<file path="config.mk">
export PLATFORM = sky130hd
export DESIGN_NAME = sevseg_scanner
export DESIGN_NICKNAME = d
export VERILOG_FILES = /design/src/rtl/sevseg_scanner.sv
export SDC_FILE = /design/constraint.sdc
export NUM_CORES = 1
export LEC_CHECK = 0
export BUFFER_PORTS_ARGS = -buffer_cell sky130_fd_sc_hd__buf_2
export CAP_MARGIN = 20
export CORE_MARGIN = 4
export CORE_UTILIZATION = 40
export CTS_CLUSTER_SIZE = 16
export DETAILED_ROUTE_END_ITERATION = 7
export MAX_ROUTING_LAYER = met4
export PLACE_DENSITY = 0.58
export SLEW_MARGIN = 15
export SYNTH_ARGS = -nofsm -noshare
export SYNTH_HDL_FRONTEND = slang
export SYNTH_SLANG_ARGS = --single-unit
</file>
<file path="constraint.sdc">
create_clock -name clk -period 2.81 [get_ports clk]
set_clock_uncertainty 0.15 [all_clocks]
set_input_delay 0.562 -clock clk [delete_from_list [all_inputs] [get_ports clk]]
set_output_delay 0.562 -clock clk [all_outputs]
set_load 0.005 [all_outputs]
</file>
<file path="src/rtl/sevseg_scanner.sv">
// Multiplexed seven-segment scanner with per-digit blanking, decimal points, PWM
// brightness, a guard cycle at each slot start and frame-synchronous value updates.
module sevseg_scanner #(
    parameter int DIGITS          = 4,
    parameter int TICKS_PER_DIGIT = 4096,
    parameter int PWM_BITS        = 3,
    parameter bit SEG_ACTIVE_LOW  = 1'b1,
    parameter bit SEL_ACTIVE_LOW  = 1'b1
) (
    input  logic                  clk,
    input  logic                  rst,
    input  logic                  wr,
    input  logic [4*DIGITS-1:0]   value,
    input  logic [DIGITS-1:0]     dot_en,
    input  logic [DIGITS-1:0]     digit_en,
    input  logic [PWM_BITS-1:0]   brightness,
    output logic [6:0]            segments,
    output logic                  dp,
    output logic [DIGITS-1:0]     select,
    output logic                  frame_start
);
    localparam int CNT_W = $clog2(TICKS_PER_DIGIT);
    localparam int IDX_W = (DIGITS > 1) ? $clog2(DIGITS) : 1;
    localparam int THR_W = CNT_W + 1;
    localparam int STEP  = TICKS_PER_DIGIT / (2 ** PWM_BITS);
    localparam logic [CNT_W-1:0] CNT_LAST = CNT_W'(TICKS_PER_DIGIT - 1);
    localparam logic [IDX_W-1:0] IDX_LAST = IDX_W'(DIGITS - 1);

    function automatic logic [6:0] hex7(input logic [3:0] n);
        case (n)
            4'h0: hex7 = 7'h3F;  4'h1: hex7 = 7'h06;  4'h2: hex7 = 7'h5B;  4'h3: hex7 = 7'h4F;
            4'h4: hex7 = 7'h66;  4'h5: hex7 = 7'h6D;  4'h6: hex7 = 7'h7D;  4'h7: hex7 = 7'h07;
            4'h8: hex7 = 7'h7F;  4'h9: hex7 = 7'h6F;  4'hA: hex7 = 7'h77;  4'hB: hex7 = 7'h7C;
            4'hC: hex7 = 7'h39;  4'hD: hex7 = 7'h5E;  4'hE: hex7 = 7'h79;  default: hex7 = 7'h71;
        endcase
    endfunction

    logic [CNT_W-1:0]    cnt_q, cnt_d;
    logic [IDX_W-1:0]    idx_q, idx_d;
    logic                pending_q, pending_d;
    logic [4*DIGITS-1:0] shadow_val_q, shadow_val_d, disp_val_q, disp_val_d;
    logic [DIGITS-1:0]   shadow_dot_q, shadow_dot_d, disp_dot_q, disp_dot_d;
    logic [DIGITS-1:0]   shadow_en_q, shadow_en_d, disp_en_q, disp_en_d;
    logic [6:0]          seg_q, seg_d;
    logic                dp_q, dp_d;
    logic [DIGITS-1:0]   sel_q, sel_d;
    logic                fs_q, fs_d;

    logic                slot_end, frame_end, lit, cur_en;
    logic [3:0]          cur_nib;
    logic [THR_W-1:0]    thr;
    logic [6:0]          seg_on;
    logic [DIGITS-1:0]   sel_on;

    always_comb begin
        slot_end  = (cnt_q == CNT_LAST);
        frame_end = slot_end && (idx_q == IDX_LAST);
        cnt_d     = slot_end ? '0 : cnt_q + CNT_W'(1);
        idx_d     = idx_q;
        if (slot_end)
            idx_d = (idx_q == IDX_LAST) ? '0 : idx_q + IDX_W'(1);

        pending_d    = pending_q;
        shadow_val_d = shadow_val_q;
        shadow_dot_d = shadow_dot_q;
        shadow_en_d  = shadow_en_q;
        disp_val_d   = disp_val_q;
        disp_dot_d   = disp_dot_q;
        disp_en_d    = disp_en_q;
        // Copy uses the pre-write shadow, so a write on the boundary cycle waits a frame.
        if (frame_end && pending_q) begin
            disp_val_d = shadow_val_q;
            disp_dot_d = shadow_dot_q;
            disp_en_d  = shadow_en_q;
            pending_d  = 1'b0;
        end
        if (wr) begin
            shadow_val_d = value;
            shadow_dot_d = dot_en;
            shadow_en_d  = digit_en;
            pending_d    = 1'b1;
        end

        cur_nib = disp_val_q[{idx_q, 2'b00} +: 4];
        cur_en  = disp_en_q[idx_q];
        thr     = (THR_W'(brightness) + THR_W'(1)) * THR_W'(STEP);
        // cnt==0 is the anti-ghosting guard cycle.
        lit     = cur_en && (cnt_q != '0) && ({1'b0, cnt_q} < thr);

        seg_on  = cur_en ? hex7(cur_nib) : 7'h00;
        seg_d   = seg_on ^ {7{SEG_ACTIVE_LOW}};
        dp_d    = (cur_en && disp_dot_q[idx_q]) ^ SEG_ACTIVE_LOW;
        sel_on  = '0;
        if (lit)
            sel_on[idx_q] = 1'b1;
        sel_d   = sel_on ^ {DIGITS{SEL_ACTIVE_LOW}};
        fs_d    = (cnt_q == '0) && (idx_q == '0);
    end

    always_ff @(posedge clk) begin
        if (rst) begin
            cnt_q        <= '0;
            idx_q        <= '0;
            pending_q    <= 1'b0;
            shadow_val_q <= '0;
            shadow_dot_q <= '0;
            shadow_en_q  <= '0;
            disp_val_q   <= '0;
            disp_dot_q   <= '0;
            disp_en_q    <= '0;
            seg_q        <= {7{SEG_ACTIVE_LOW}};
            dp_q         <= SEG_ACTIVE_LOW;
            sel_q        <= {DIGITS{SEL_ACTIVE_LOW}};
            fs_q         <= 1'b0;
        end else begin
            cnt_q        <= cnt_d;
            idx_q        <= idx_d;
            pending_q    <= pending_d;
            shadow_val_q <= shadow_val_d;
            shadow_dot_q <= shadow_dot_d;
            shadow_en_q  <= shadow_en_d;
            disp_val_q   <= disp_val_d;
            disp_dot_q   <= disp_dot_d;
            disp_en_q    <= disp_en_d;
            seg_q        <= seg_d;
            dp_q         <= dp_d;
            sel_q        <= sel_d;
            fs_q         <= fs_d;
        end
    end

    assign segments    = seg_q;
    assign dp          = dp_q;
    assign select      = sel_q;
    assign frame_start = fs_q;
endmodule

</file>
After elaboration in Yosys (flattened, before gate mapping)

Memory sizes are Yosys's and may differ from the RTL's.
Cells that the tools add are included.

Bits in registers: 76
Latch bits: 0
Bits in writable memories: 0
Memory bits (read-only): 112
Output and inout port bits: 13
Logic and storage cells: 49
Memories: 1

Add/subtract/negate cells: 3
Multiply operators: 0
Div/mod/pow operators: 0
Magnitude comparators: 3
Equal/unequal tests: 2
Shift-type cells: 1
Muxes and demuxes: 11
Bitwise gates (word level): 3
Reductions and logical operators: 12

Memory list:

| name            | depth | bits a word | rd ports | clocked after Yosys merged registers in | write ports | RTL line | source |
|---|---|---|---|---|---|---|---|
| (no name shown) | 16    | 7           | 1        | 0                                       | 0           | 30       | `case (n)` |

Operator list:

| operator                                                                            | count |
|---|---|
| 16-bit by 5-bit variable part select with 4-bit output                              | 1 |
| 12-bit by 13-bit < comparator with 1-bit output                                     | 1 |
| 12-bit by 1-bit adder with 12-bit output, second input constant                     | 1 |
| 12-bit equality test, second input constant                                         | 1 |
| 12-bit logical NOT                                                                  | 1 |
| 12-bit nonzero test                                                                 | 1 |
| 1-bit logical AND                                                                   | 7 |
| 7-bit two-way mux                                                                   | 1 |
| 7-bit NOT                                                                           | 1 |
| 1-bit two-way mux                                                                   | 5 |
| 3-bit by 1-bit adder with 4-bit output, second input constant                       | 1 |
| 1-bit binary-select mux with 2-bit select                                           | 2 |
| 4-bit two-way mux                                                                   | 1 |
| 4-bit NOT                                                                           | 1 |
| 2-bit by 3-bit < comparator with 1-bit output, second input constant                | 1 |
| 2-bit by 1-bit adder with 2-bit output, second input constant                       | 1 |
| 1-bit demux with 2-bit select                                                       | 1 |
| 2-bit equality test, second input constant                                          | 1 |
| 2-bit by 1-bit greater-or-equal comparator with 1-bit output, second input constant | 1 |
| 2-bit logical NOT                                                                   | 1 |
| 2-bit two-way mux                                                                   | 1 |
| 2-bit nonzero test                                                                  | 1 |
| 2-bit OR reduction                                                                  | 1 |
| 1-bit NOT                                                                           | 1 |

Longest topological paths before layout

Gate-level depths: netlist of the first run.

Word-level depth: 6
Mapped depth: 8
Depth with buffers taken out: 7

Worst setup path after synthesis of the first run

Ideal clock, no wire load.

Kind: register to register
Start point: reg idx_q[0]
End point: reg seg_q[3], in the netlist segments[3]
Library setup time: 0.121 ns
Arrival time: 1.933 ns
Data required time: 2.539 ns
Slack: 0.606 ns
Stages on the path, launching flop included: 8
Cell sequence: dfxtp_1 buf_6 mux4_2 inv_1 ha_1 inv_1 mux4_2 nand2b_4

Longest elaborated chain between the ends: 4
Elaborated cells on any way between the ends: 6
Those cells by class: 1 x shift; 3 x mux; 1 x bitwise; 1 x memory

RTL lines:

| item                                                                                                                       | RTL line | source |
|---|---|---|
| from (decl)                                                                                                                | 39       | `logic [IDX_W-1:0] idx_q, idx_d;` |
| from (signal assigned)                                                                                                     | 117      | `idx_q <= idx_d;` |
| 16-bit by 5-bit variable part select with 4-bit output / 1-bit binary-select mux with 2-bit select (equally long branches) | 84, 85   |  |
| memory 16 x 7 bit / 1-bit two-way mux (equally long branches)                                                              | -        |  |
| 7-bit two-way mux *                                                                                                        | 90       | `seg_on = cur_en ? hex7(cur_nib) : 7'h00;` |
| 7-bit NOT (no line) *                                                                                                      | -        |  |
| to (signal assigned)                                                                                                       | 111      | `seg_q <= {7{SEG_ACTIVE_LOW}};` |
| to (signal assigned)                                                                                                       | 125      | `seg_q <= seg_d;` |
| to (decl)                                                                                                                  | 44       | `logic [6:0] seg_q, seg_d;` |

Every way passes the cells marked *; elsewhere a longest branch is shown, timed or not. The select of a mux whose other input is x is not followed.
A chain may end at the register's enable or synchronous reset.

Final worst setup path of the first run

Same ends and word-level chain as after synthesis.

==> results of run 1 <==
-- metrics by stage --
step	area, um2	hold slack, ns	setup WS, ns	total power (uW)
2_1_floorplan	3320	0.283	0.606	1210
3_3_place_gp	3580	0.304	0.560	1250
3_5_place_dp	3580	0.313	0.483	1250
4_1_cts	3790	0.273	0.575	2170
5_1_grt	3790	0.283	0.446	2220
6_report	3790	0.295	0.587	2140
-- worst min path at each step --
stage | startpoint | end | slack (ns) | cells after the start
2_1_floorplan | cnt_q[0] | cnt_q[0] | 0.28 | 1
3_3_place_gp | cnt_q[0] | cnt_q[0] | 0.30 | 1
3_5_place_dp | disp_dot_q[1] | disp_dot_q[1] | 0.31 | 2
4_1_cts | dot_en[0] | shadow_dot_q[0] | 0.27 | 3
5_1_grt | dot_en[2] | shadow_dot_q[2] | 0.28 | 3
6_report | digit_en[2] | shadow_en_q[2] | 0.29 | 3
-- layout make-up --
class                           count  area [um2]
Clock buffer                       12         145
Clock inverter                      4        72.6
Fill cell                         752        4090
Inverter                           13        48.8
Multi-Input combinational cell    232        1620
Sequential cell                    76        1520
Tap cell                          102         128
Timing Repair Buffer               48         255
-- worst max-delay path: stages (launching register included) --
cell and delay, ns:
dfxtp_1 0.40, mux4_2 0.61, inv_1 0.17, ha_1 0.15
inv_1 0.04, mux4_2 0.45, nand2b_4 0.14
-- synthesized netlist by cell type, types with 2 or more instances --
| cell type | number |
|---|---|
| a21oi_1 | 29 |
| and2_1 | 4 |
| and4_1 | 3 |
| buf_2 | 7 |
| buf_6 | 2 |
| clkbuf_1 | 18 |
| dfxtp_1 | 76 |
| ha_1 | 15 |
| inv_1 | 13 |
| mux2i_1 | 25 |
| mux4_2 | 6 |
| nand2_1 | 12 |
| nand2b_1 | 2 |
| nand3_1 | 29 |
| nand4_1 | 3 |
| nand4b_1 | 4 |
| nor2_1 | 36 |
| nor2b_1 | 2 |
| nor3_1 | 2 |
| nor4_1 | 2 |
| o21a_1 | 2 |
| o21ai_0 | 26 |
| o221ai_1 | 5 |
| xnor2_1 | 5 |
| xor2_1 | 6 |
-- per-layer routing --
metal  up-vias  wire length (um)  track usage (%)
met1      1164              3280             18.8
met2        49              3060             22.4
li1       1281                 -                -
met3        10               333             5.26
met5         -                 0                -
met4         0                97             4.41
-- cell families (layout without fill, tap and decap cells) --
| family | after synthesis | after routing | share of synthesized area [%] |
|---|---|---|---|
| xor gates and xnor gates | 11 | 11 | 2.90 |
| muxes | 33 | 33 | 12.7 |
| DFF | 76 | 76 | 45.8 |
| buffers and inverters | 40 | 77 | 5.24 |
| adders and majority gates | 15 | 15 | 5.65 |
| and+or+nand+nor | 108 | 108 | 16.8 |
| AOI/OAI and AO/OA | 65 | 65 | 10.8 |
-- state kept, by name, summed over array words and instances (netlist names) --
| register | cells |
|---|---|
| dp | 1 |
| frame_start | 1 |
| segments | 7 |
| shadow_val_q | 16 |
| select | 4 |
| idx_q | 2 |
| disp_en_q | 4 |
| disp_val_q | 16 |
| disp_dot_q | 4 |
| shadow_dot_q | 4 |
| pending_q | 1 |
| cnt_q | 12 |
| shadow_en_q | 4 |
-- where the power goes --
part / internal (uW) / total (uW) / switching [uW]
combinational: 50.1 / 104 / 54.3
clock: 524 / 917 / 393
sequential: 1100 / 1120 / 16.2
==> results.py, run 1 <==
metrics = {
    "clock_tree": {
        "clk_latency_ns": 0.35,
        "post_cts_buffers": 0,
        "cts_resized": 0,
        "h-tree-depth": 3,
        "cts_buffers": 9,
        "clock_sinks": 76,
        "clock_path_buffers": 2,
        "hold_buffers": 0,
        "cts_tree": "built",
        "clockRootBuffer": "clkbuf_8",
        "clkTransAtPathRegs_ns": 0.08,
    },
    "die": {
        "fp.dieH_um": 99.1,
        "core_area_mm2": 0.00789,
        "initial_utilization_pct": 42.1,
        "row_count": 32,
        "ios": 43,
        "dieArea_mm2": 0.00982,
        "fp.dieW_um": 99.1,
    },
    "worst_setup_path": {
        "worst_ep_required_time_ns": 2.89,
        "r2r_end": "segments[3]",
        "crit_path_start_kind": "flop",
        "critPathMaxFanout": 5,
        "path_class": "reg2reg",
        "rrSetupSlack_ns": 0.59,
        "arrival_ns": 2.31,
        "cp-end-kind": "flop",
        "rr_worst_depth": 6,
        "crit_end": "segments[3]",
        "rr_startpoint": "idx_q[0]",
        "startpoint": "idx_q[0]",
    },
    "layout": {
        "fin_cells": 487,
        "syn_to_final_growth_pct": 14.3,
        "drive_above_1_share_pct": 18.4,
        "postLayoutCoreUtil_pct": 48.1,
        "nNetsFinal": 425,
        "layout_common_cells": "dfxtp_1, buf_2, nor2_1",
        "diodes": 0,
        "layout_commonest_cell": "dfxtp_1",
    },
    "pwr": {
        "p_leak_uw": 0.00147,
        "p_per_area_mw_per_mm2": 564,
        "vdd_drop_max_uv": 280,
    },
    "route": {
        "drc": 0,
        "first_pass_iters": 4,
        "initialDrtViolationCount": 171,
        "drt-wirelength-per-cell_um": 13.9,
        "via_count": 2504,
        "antenna_left": 0,
        "vias_per_cell": 5.14,
        "drt-total-wl_um": 6780,
    },
    "yosys": {
        "netlist_top_cells_area": "dfxtp_1, mux2i_1, ha_1",
        "yosysTopAreaCellShare_pct": 45.8,
        "synth_edf_count": 0,
        "synthCells": 348,
        "synth_fp_nets": 393,
        "yosysWarnings": 0,
        "ys_seq_area_share_pct": 45.8,
        "yosys_most_used_dff": "dfxtp_1",
        "yosys.area.top_type": "dfxtp_1",
        "syn_area_mm2": 0.00332,
        "ys_ff_latch": 76,
        "async_flop_share_pct": 0,
        "syn_area_per_cell_um2": 9.54,
        "yosysUniqueCellTypes": 39,
    },
    "run": {
        "cap_violations": 0,
    },
    "placement": {
        "dp_cells": 471,
        "dp_hpwl_um": 4580,
        "numPortBuffers": 42,
        "gp_congestion": 0.831,
    },
    "sta": {
        "period_share_pct": 79.1,
        "slew_headroom_pct": 48.8,
        "drv_slew": 0,
        "tightest_slew_ns": 0.767,
        "fmax_ghz": 0.450,
        "timing_hold_violations_final": 0,
        "finalSetupViolations": 0,
        "fin_setup_tns_ns": 0,
        "grt_setup_unrepaired": "false",
        "fin_crit_ns": 2.22,
    },
    "outcome": {
        "outcome": "complete, no violations",
    },
    "worst_hold_path": {
        "hold_path_class": "in2reg",
    },
    "grt": {
        "antenna_found_initial": 0,
        "overflow": 0,
        "grt_max_degree": 61,
        "groute.usage.overall_pct": 14.8,
        "first_global_vias": 2403,
        "grt_pass1_wl_um": 11500,
    },
}
Power figures use the tool's default switching activity.
==> run 2: changes to the inputs <==
PLACE_DENSITY = 0.6   (was 0.58)
clock period = 1.95 ns   (was 2.81 ns; I/O delays follow)
==> results.py, run 2 (synthesis gave the netlist of run 1 again) <==
metrics = {
    "grt": {
        "grt_max_degree": 44,
        "groute.usage.overall_pct": 16.0,
        "overflow": 0,
        "first_global_vias": 2568,
        "grt_pass1_wl_um": 12500,
        "antenna_found_initial": 0,
    },
    "worst_setup_path": {
        "rrSetupSlack_ns": -0.08,
        "r2r_end": "segments[3]",
        "cp-end-kind": "flop",
        "path_class": "reg2reg",
        "worst_ep_required_time_ns": 2.05,
        "crit_path_start_kind": "flop",
        "critPathMaxFanout": 4,
        "rr_startpoint": "idx_q[0]",
        "rr_worst_depth": 6,
        "arrival_ns": 2.13,
    },
    "outcome": {
        "violations": "negative setup slack",
        "outcome": "finished, violations left",
    },
    "clock_tree": {
        "clkTransAtPathRegs_ns": 0.08,
        "cts_buffers": 9,
        "clk_latency_ns": 0.35,
        "clockRootBuffer": "clkbuf_8",
        "h-tree-depth": 3,
        "clock_sinks": 76,
        "hold_buffers": 0,
        "cts_tree": "built",
        "clock_path_buffers": 2,
    },
    "sta": {
        "drv_slew": 0,
        "timing_hold_violations_final": 0,
        "finalSetupViolations": 1,
        "tightest_slew_ns": 0.449,
        "slew_headroom_pct": 70.1,
        "grt_setup_unrepaired": "true",
        "fmax_ghz": 0.493,
        "setup_ws_ns": -0.0798,
        "fin_crit_ns": 2.03,
        "fin_setup_tns_ns": -0.0798,
        "period_share_pct": 104,
    },
    "layout": {
        "nNetsFinal": 446,
        "syn_to_final_growth_pct": 19.1,
        "fin_cells": 508,
        "diodes": 0,
        "reg_top3": "disp_val_q: 16 flops, shadow_val_q: 16 flops, cnt_q: 12 flops",
        "layout_commonest_cell": "dfxtp_1",
        "n_fill_cell": 734,
        "seqCellArea_mm2": 0.00153,
        "layout_common_cells": "dfxtp_1, buf_2, nor2_1",
        "multi_input_area_mm2": 0.00163,
        "drive_above_1_share_pct": 24.4,
    },
    "route": {
        "first_pass_iters": 4,
        "vias_per_cell": 5.08,
        "via_count": 2582,
        "drt-wirelength-per-cell_um": 13.9,
        "drt-met1-wl_um": 3670,
        "wl_met2_um": 3030,
        "maxUsedRoutingLayer": "met4",
        "drc": 0,
        "initialDrtViolationCount": 58,
        "antenna_left": 0,
        "wl_met3_um": 298,
        "drt-total-wl_um": 7050,
    },
    "placement": {
        "numPortBuffers": 42,
        "gp_congestion": 0.803,
        "dp_hpwl_um": 5060,
        "dp_cells": 491,
    },
    "die": {
        "dieArea_mm2": 0.00982,
        "initial_utilization_pct": 42.1,
        "row_count": 32,
        "core_area_mm2": 0.00789,
        "ios": 43,
        "fp.dieH_um": 99.1,
        "fp.dieW_um": 99.1,
    },
    "worst_hold_path": {
        "min-delay-start": "value[10]",
        "hold_path_class": "in2reg",
        "min_to": "shadow_val_q[10]",
        "hold_depth": 3,
    },
    "run": {
        "cap_violations": 0,
    },
    "pwr": {
        "vdd_drop_max_uv": 500,
        "p_per_area_mw_per_mm2": 708,
        "p_leak_uw": 0.00156,
    },
}
[run 2: what timing repair did]
item                       4_1_cts  5_1_grt
pin swaps                        0        1
setup buffers                    1        0
resized for setup                3        0
setup endpoints to repair        2        4
[run 2: how the worst max path moves through the flow]
stage,start,endpoint,depth (start not counted)
CTS,idx_q[0],segments[3],6
detailed placement,idx_q[0],segments[3],4
global route,idx_q[0],segments[3],6
global placement,idx_q[0],segments[3],4
finish,idx_q[0],segments[3],6
floorplan,idx_q[0],segments[3],7
[run 2: stage by stage]
| stage | utilization (%) | total power, uW | cell area, um2 | setup WS [ns] | hold slack (ns) |
|---|---|---|---|---|---|
| 5_1_grt | 50.1 | 2930 | 3950 | -0.143 | 0.123 |
| 3_3_place_gp | 47.8 | 1810 | 3770 | -0.0485 | 0.301 |
| 3_5_place_dp | 47.8 | 1810 | 3770 | -0.0954 | 0.313 |
| 4_1_cts | 50.1 | 2850 | 3950 | -0.0891 | 0.108 |
| 2_1_floorplan | - | 1750 | 3320 | -0.175 | 0.283 |
| 6_report | 50.1 | 2800 | 3950 | -0.0798 | 0.120 |
[run 2: area by class of cell]
type | instances | area share, %
clock inverters | 7 | 1.11
flip-flops and latches | 76 | 38.6
inverters | 13 | 1.23
multi-input cells | 232 | 41.2
well taps | 102 | 3.23
repair buffers | 69 | 11.5
clock buffers | 9 | 3.13
[run 2: worst max-delay path, cell delays in order, from the launching register on]
cell,delay [ns]
dfxtp_4,0.37
mux4_2,0.57
inv_2,0.09
ha_1,0.11
inv_1,0.05
mux4_2,0.45
nand2b_4,0.15
[run 2: metal layers]
metal | GRT usage [%] | vias up
met5 | - | -
met4 | 4.10 | 0
met3 | 4.28 | 4
met2 | 23.2 | 50
met1 | 22.2 | 1200
li1 | - | 1328
[run 2: report_power, final]
group | internal (uW) | switching, uW
clock | 454 | 573
combinational | 80.8 | 81.8
sequential | 1590 | 23.1
==> run 3: changes to the inputs <==
==> constraint.sdc (replaced) <==
create_clock -name clk -period 1.95 [get_ports clk]
set_clock_uncertainty 0.15 [all_clocks]
set_input_delay 0.195 -clock clk [delete_from_list [all_inputs] [get_ports clk]]
set_output_delay 0.195 -clock clk [all_outputs]
set_load 0.005 [all_outputs]
==> results.py, run 3 (synthesis gave the netlist of run 1 again) <==
metrics = {
    "outcome": {
        "outcome": "finished, violations left",
        "violations": "negative setup slack",
    },
    "layout": {
        "reg_top3": "disp_val_q: 16 flops, shadow_val_q: 16 flops, cnt_q: 12 flops",
        "layout_common_cells": "dfxtp_1, buf_2, nor2_1",
        "n_fill_cell": 738,
        "syn_to_final_growth_pct": 25.8,
        "final_area_mm2": 0.00418,
        "drive_above_1_share_pct": 23.4,
        "diodes": 0,
        "fin_cells": 529,
        "nNetsFinal": 467,
        "layout_commonest_cell": "dfxtp_1",
        "postLayoutCoreUtil_pct": 53.0,
    },
    "route": {
        "via_count": 2696,
        "initialDrtViolationCount": 102,
        "vias_per_cell": 5.10,
        "antenna_left": 0,
        "first_pass_iters": 4,
        "drt-wirelength-per-cell_um": 13.7,
        "drt-total-wl_um": 7220,
        "drc": 0,
    },
    "sta": {
        "fmax_ghz": 0.491,
        "setup_ws_ns": -0.0877,
        "period_share_pct": 104,
        "timing_hold_violations_final": 0,
        "fin_crit_ns": 2.04,
        "slew_headroom_pct": 68.4,
        "drv_slew": 0,
        "finalSetupViolations": 2,
        "tightest_slew_ns": 0.473,
        "grt_setup_unrepaired": "true",
    },
    "worst_setup_path": {
        "arrival_ns": 2.14,
        "rrSetupSlack_ns": -0.09,
        "rr_startpoint": "idx_q[0]",
        "worst_ep_required_time_ns": 2.05,
        "crit_path_start_kind": "flop",
        "r2r_end": "segments[3]",
        "rr_worst_depth": 6,
        "path_class": "reg2reg",
        "startpoint": "idx_q[0]",
        "crit_end": "segments[3]",
        "critPathMaxFanout": 4,
        "cp-end-kind": "flop",
    },
    "pwr": {
        "p_per_area_mw_per_mm2": 689,
        "p_leak_uw": 0.00165,
        "vdd_drop_max_uv": 464,
    },
    "grt": {
        "antenna_found_initial": 0,
        "grt_pass1_wl_um": 12300,
        "overflow": 0,
        "groute.usage.overall_pct": 15.9,
        "grt_max_degree": 47,
        "first_global_vias": 2598,
    },
    "die": {
        "fp.dieH_um": 99.1,
        "row_count": 32,
        "ios": 43,
        "core_area_mm2": 0.00789,
        "initial_utilization_pct": 42.1,
        "fp.dieW_um": 99.1,
        "dieArea_mm2": 0.00982,
    },
    "placement": {
        "gp_congestion": 0.839,
        "numPortBuffers": 42,
        "dpl-instance-area_mm2": 0.00373,
        "dp_hpwl_um": 4920,
        "dp_cells": 489,
    },
    "clock_tree": {
        "h-tree-depth": 3,
        "cts_buffers": 9,
        "clockRootBuffer": "clkbuf_8",
        "clk_latency_ns": 0.35,
        "clock_path_buffers": 2,
        "clock_sinks": 76,
        "cts_tree": "built",
        "clkTransAtPathRegs_ns": 0.08,
        "post_cts_buffers": 0,
    },
    "worst_hold_path": {
        "hold_path_class": "in2reg",
    },
    "run": {
        "cap_violations": 0,
    },
}
## run 3: how the worst min path moves through the flow
stage / start / end / slack, ns / cells after the start
after CTS: rst / cnt_q[10] / 0.02 / 2
final: rst / cnt_q[10] / 0.04 / 2
after global routing: rst / shadow_dot_q[3] / 0.04 / 2
after global placement: value[6] / shadow_val_q[6] / 0.28 / 3
after detailed placement: value[11] / shadow_val_q[11] / 0.29 / 3
after floorplan: dot_en[0] / shadow_dot_q[0] / 0.19 / 2
## run 3: repair_timing
| item | in CTS | in global routing |
|---|---|---|
| resized for setup | 3 | 4 |
| hold buffers | 24 | 0 |
| setup endpoints to repair | 5 | 5 |
| hold endpoints to repair | 24 | 0 |
## run 3: power by group
| group | internal [uW] | switching (uW) | leakage (uW) |
|---|---|---|---|
| Combinational | 108 | 89.2 | 0.000935 |
| Sequential | 1590 | 20.9 | 0.000619 |
| Clock | 493 | 577 | 0.0000920 |
| Total | 2190 | 687 | 0.00165 |
## run 3: per-layer routing
metal  vias up  global-route usage [%]  share of wire, %
li1       1361                       -                 -
met1      1262                    21.3                48
met2        63                    23.5                45
met3        10                    4.42               5.1
met4         0                    5.04               1.5
met5         -                       -                 0
## run 3: stage by stage
step	TNS, ns	setup slack, ns	power [uW]	hold slack (ns)
after floorplan	-0.254	-0.175	1750	0.192
after global placement	-0.0807	-0.0731	1800	0.278
after detailed placement	-0.233	-0.103	1810	0.287
after CTS	-0.0967	-0.0819	2920	0.0239
after global routing	-0.459	-0.162	3000	0.0434
final	-0.0900	-0.0877	2880	0.0406
## run 3: critical path: stages, from the launching register on
cell and delay [ns]:
dfxtp_4 0.37, mux4_2 0.56, inv_2 0.11, ha_4 0.13, inv_2 0.03, mux4_2 0.44
nand2b_4 0.14
## run 3: area by class of cell
cell class | count | area (um2) | share of cell area (%)
Timing Repair Buffer | 90 | 647 | 15.5
Sequential cell | 76 | 1530 | 36.5
Tap cell | 102 | 128 | 3.06
Inverter | 13 | 48.8 | 1.17
Clock buffer | 10 | 138 | 3.30
Multi-Input combinational cell | 232 | 1650 | 39.5
Clock inverter | 6 | 40.0 | 0.959
